--- src/rtl/b1to16_tdm_demuxer.sv ---
// b1to16_tdm_demuxer: 1-bit TDM stream (slot 0 first) to 16-bit parallel frame with sync tracking
// Ports: clock/reset (async, active-high); x0 serial bit; en bit strobe; sync frame marker on slot 0;
//   clr_err clears err; z15_z0 last complete frame; valid one-cycle update pulse;
//   b3_b0 next expected slot; err sticky framing error;
//   s15_s0 one-hot slot-write strobe (present only when B16_DEMUX_ONEHOT_EN is defined).
module b1to16_tdm_demuxer #(
  parameter logic [15:0] RESET_WORD = 16'h0000
) (
  input  logic        clock,
  input  logic        reset,
  input  logic        x0,
  input  logic        en,
  input  logic        sync,
  input  logic        clr_err,
`ifdef B16_DEMUX_ONEHOT_EN
  output logic [15:0] s15_s0,
`endif
  output logic [15:0] z15_z0,
  output logic        valid,
  output logic [3:0]  b3_b0,
  output logic        err
);
  typedef enum logic {HUNT = 1'b0, RUN = 1'b1} state_t;
  state_t      r_state;
  logic [14:0] r_shadow;
  logic [15:0] r_z;
  logic [15:0] r_strobe;
  logic [3:0]  r_cnt;
  logic        r_valid;
  logic        r_err;
  always_ff @(posedge clock or posedge reset) begin
    if (reset) begin
      r_state  <= HUNT;
      r_shadow <= '0;
      r_z      <= RESET_WORD;
      r_strobe <= '0;
      r_cnt    <= '0;
      r_valid  <= 1'b0;
      r_err    <= 1'b0;
    end else begin
      r_valid  <= 1'b0;
      r_strobe <= '0;
      // clear first so a same-cycle error below wins
      if (clr_err) r_err <= 1'b0;
      if (en) begin
        if (r_state == HUNT) begin
          if (sync) begin
            r_shadow[0] <= x0;
            r_cnt       <= 4'd1;
            r_state     <= RUN;
            r_strobe    <= 16'h0001;
          end
        end else if (sync) begin
          // normal start at slot 0, or resync (with error) anywhere else
          if (r_cnt != 4'd0) r_err <= 1'b1;
          r_shadow[0] <= x0;
          r_cnt       <= 4'd1;
          r_strobe    <= 16'h0001;
        end else if (r_cnt == 4'd0) begin
          r_err   <= 1'b1;
          r_state <= HUNT;
        end else if (r_cnt == 4'd15) begin
          r_z      <= {x0, r_shadow};
          r_valid  <= 1'b1;
          r_cnt    <= 4'd0;
          r_strobe <= 16'h8000;
        end else begin
          r_shadow[r_cnt] <= x0;
          r_cnt           <= r_cnt + 4'd1;
          r_strobe        <= 16'(1) << r_cnt;
        end
      end
    end
  end
  assign z15_z0 = r_z;
  assign valid  = r_valid;
  assign b3_b0  = r_cnt;
  assign err    = r_err;
`ifdef B16_DEMUX_ONEHOT_EN
  assign s15_s0 = r_strobe;
`else
  logic w_unused;
  assign w_unused = ^r_strobe;
`endif
endmodule
--- config.mk ---
export PLATFORM = sky130hd
export DESIGN_NAME = b1to16_tdm_demuxer
export DESIGN_NICKNAME = d
export VERILOG_FILES = /design/src/rtl/b1to16_tdm_demuxer.sv
export SDC_FILE = /design/constraint.sdc
export NUM_CORES = 1
export LEC_CHECK = 0
export BUFFER_PORTS_ARGS = -buffer_cell sky130_fd_sc_hd__buf_2
export CAP_MARGIN = 20
export CORE_MARGIN = 1
export CORE_UTILIZATION = 36
export DETAILED_ROUTE_END_ITERATION = 8
export GPL_TIMING_DRIVEN = 0
export PLACE_DENSITY = 0.55
export SKIP_CTS_REPAIR_TIMING = 1
export SYNTH_ARGS = -nofsm -noshare
export SYNTH_HDL_FRONTEND = slang
export SYNTH_SLANG_ARGS = --single-unit
--- constraint.sdc ---
create_clock -name clock -period 6.6 [get_ports clock]
set_input_delay 0.66 -clock clock [delete_from_list [all_inputs] [get_ports clock]]
set_output_delay 0.66 -clock clock [all_outputs]
set_load 0.01 [all_outputs]
==> impl_metrics.toml <==
[clocking]
clk-insertion-delay-late_ns = 0.28
tritoncts = "yes"
root_buffer = "clkbuf_8"
clockBufferDepth = 2
cts_buffers = 5
clk_pin_slew_worst_paths_ns = 0.07
clkSinkCount = 38
h-tree-depth = 2

[outcome]
outcome = "finished clean"

[setup_path]
startpoint_type_of_the_worst_setup_path = "register"
setup.worst_path.end_class = "register"
critical_path_peak_fanout = 10
crit_type = "reg -> reg"
worstPathArrival_ns = 2.66
timing.critical_path.required_ns = 6.77

[timing]
timing_worst_slew_pin_value_ns = 0.788
fin_hold_ws_ns = 0.479
final-hold-violation-count = 0
fin_skew_ns = 0.00299
setup_viol = 0
worst_slew_margin_rel_pct = 47.4
max_freq_mhz = 402
grt_setup_unrepaired = "false"
share_of_the_clock_period_used_by_the_worst_path_pct = 37.7
timing_max_transition_violations_final = 0
setup_ws_ns = 4.11
fin_setup_tns_ns = 0
final.min_clock_period_ns = 2.49

[floorplan]
floorplan.core_area_um2 = 4720
dieHeight_um = 71.9
initial_cell_density_of_the_core_pct = 37.2
design.die.area_um2 = 5160
io_pins = 28
dieWidth_um = 71.9
rows = 25

[synthesis]
synth.lib_cells_used.distinct = 27
yosys.area.top_type = "dfrtp_1"
avgSynthCellArea_um2 = 13.2
synth_seq_cells = 38
synth.top_cells.by_area = "dfrtp_1 (54%), mux2_2 (13%), mux2_1 (6.4%)"
post_synth_inst_count = 133
yosys_warnings = 0
synth_nets = 144
syn_area_um2 = 1760
synth.top_cell.area_share_pct = 54.1
yosysSeqAreaShare_pct = 54.1

[drt]
route.detailed.vias_per_inst = 4.93
route.antenna.remaining_nets = 0
drt_wl_total_mm = 3.21
drt_pass1_iterations = 4
vias = 1158
avgRoutedWirePerCell_um = 13.7
number_of_design_rule_violations_left_after_detail_routing = 0
detail_route.iter0.violations = 55

[final_layout]
leading_cell_type_in_the_layout_fill_and_taps_excluded = "dfrtp_1"
postLayoutCoreUtil_pct = 43.8
antenna-diode-count = 0
drive_above_1_share_pct = 40.5
mostFrequentLayoutCells = "dfrtp_1 (38), buf_2 (30), mux2_2 (21)"
areaGrowthSynthToFinish_pct = 17.7
number_of_nets_in_the_layout = 178

[min_path]
worstHoldPathType = "reg -> reg"

[global_route]
grt_overflow_total = 0
grt_first_pass_wirelength_mm = 5.60
globalRouteTotalUtil_pct = 14.3
number_of_antenna_violations_at_the_first_check_in_global_routing = 0
maximum_number_of_pins_on_one_net_before_global_route_repair = 39
vias_in_the_first_global_route = 1152

[pwr]
ir_drop_mv = 0.160
totalPowerFinal_w = 0.000636
power_leakage_nw = 1.04
pwr_density_cell_nw_per_um2 = 307

[placed_design]
preCtsSetupSlack_ns = 4.15
place.gp.congestion = 0.781
detailedPlacementHpwl_mm = 2.30
io_buffer_count = 27

[run]
maxCapViolations = 0
==> synthesized netlist by cell type <==
cell type	number
buf_2	3
nor3b_4	1
nor4b_2	3
o21ai_0	4
a31oi_1	1
buf_6	1
a31o_2	1
nor3b_2	1
mux2_1	10
ha_1	5
nor4_1	1
inv_1	7
nand4_4	1
nor2_4	1
and2_1	1
nand4b_1	4
nand3_1	8
nand4_1	5
mux2_2	21
dfrtp_1	38
nor3b_1	2
nor2b_1	1
clkbuf_1	3
nand2_1	6
o22ai_1	1
o211ai_1	1
a21oi_1	2
==> critical path: stages, from the launching register on <==
cell and delay [ns]:
dfrtp_1 0.47, inv_1 0.14, ha_1 0.30, nor3b_1 0.44, inv_1 0.17, ha_1 0.21
nand2_1 0.10, nor2_4 0.07, buf_6 0.15, mux2_1 0.31
==> where the power goes <==
part           internal (W)  leakage, nW  switching, W
Clock             0.0000842       0.0482     0.0000774
Combinational     0.0000735        0.480     0.0000977
Sequential         0.000270        0.512     0.0000331
==> cells by family after synthesis <==
logic type,Yosys count,synth area share [%]
mux,31,19.9
compound gates,10,3.35
flops,38,54.1
simple gates,35,15.5
fa+ha+maj,5,3.56
buf+inv,14,3.63
==> layer usage <==
layer / wire length (µm) / track usage (%) / share of wire, % / vias up
li1: - / - / - / 545
met1: 1520 / 19.2 / 47 / 581
met2: 1540 / 21.8 / 48 / 26
met3: 100 / 3.94 / 3.1 / 6
met4: 52 / 6.32 / 1.6 / 0
met5: 0 / 0 / 0 / -
==> flip-flops by register name, indices dropped and copies added (netlist names) <==
register and flops:
b3_b0 4, valid 1, r_state 1, z15_z0 16, err 1, r_shadow 15
==> final timing paths <==
path	from	to	slack, ns	cells past startpoint
max	b3_b0[1]	z15_z0[0]	4.11	9
min	z15_z0[9]	z15_z0[9]	0.48	1
max reg2reg	b3_b0[1]	z15_z0[0]	4.11	9
min reg2reg	z15_z0[9]	z15_z0[9]	0.48	1
max in group asynchronous	reset	z15_z0[4]	5.58	2
min in group asynchronous	reset	z15_z0[9]	0.52	2
==> per-stage QoR <==
| step | cell area, µm² | cells |
|---|---|---|
| after floorplan | 1760 | 133 |
| after global placement | 1980 | 227 |
| after detailed placement | 1980 | 227 |
| after CTS | 2070 | 235 |
| after global routing | 2070 | 235 |
| final | 2070 | 235 |
==> layout make-up <==
type                            count  area (µm²)
Sequential cell                    38         951
Tap cell                           67        83.8
Clock inverter                      1        5.00
Multi-Input combinational cell     81         742
Clock buffer                        7        86.3
Buffer                              7        37.5
Inverter                            7        26.3
Timing Repair Buffer               27         135
Fill cell                         463        2660
Power figures use the tool's default switching activity.
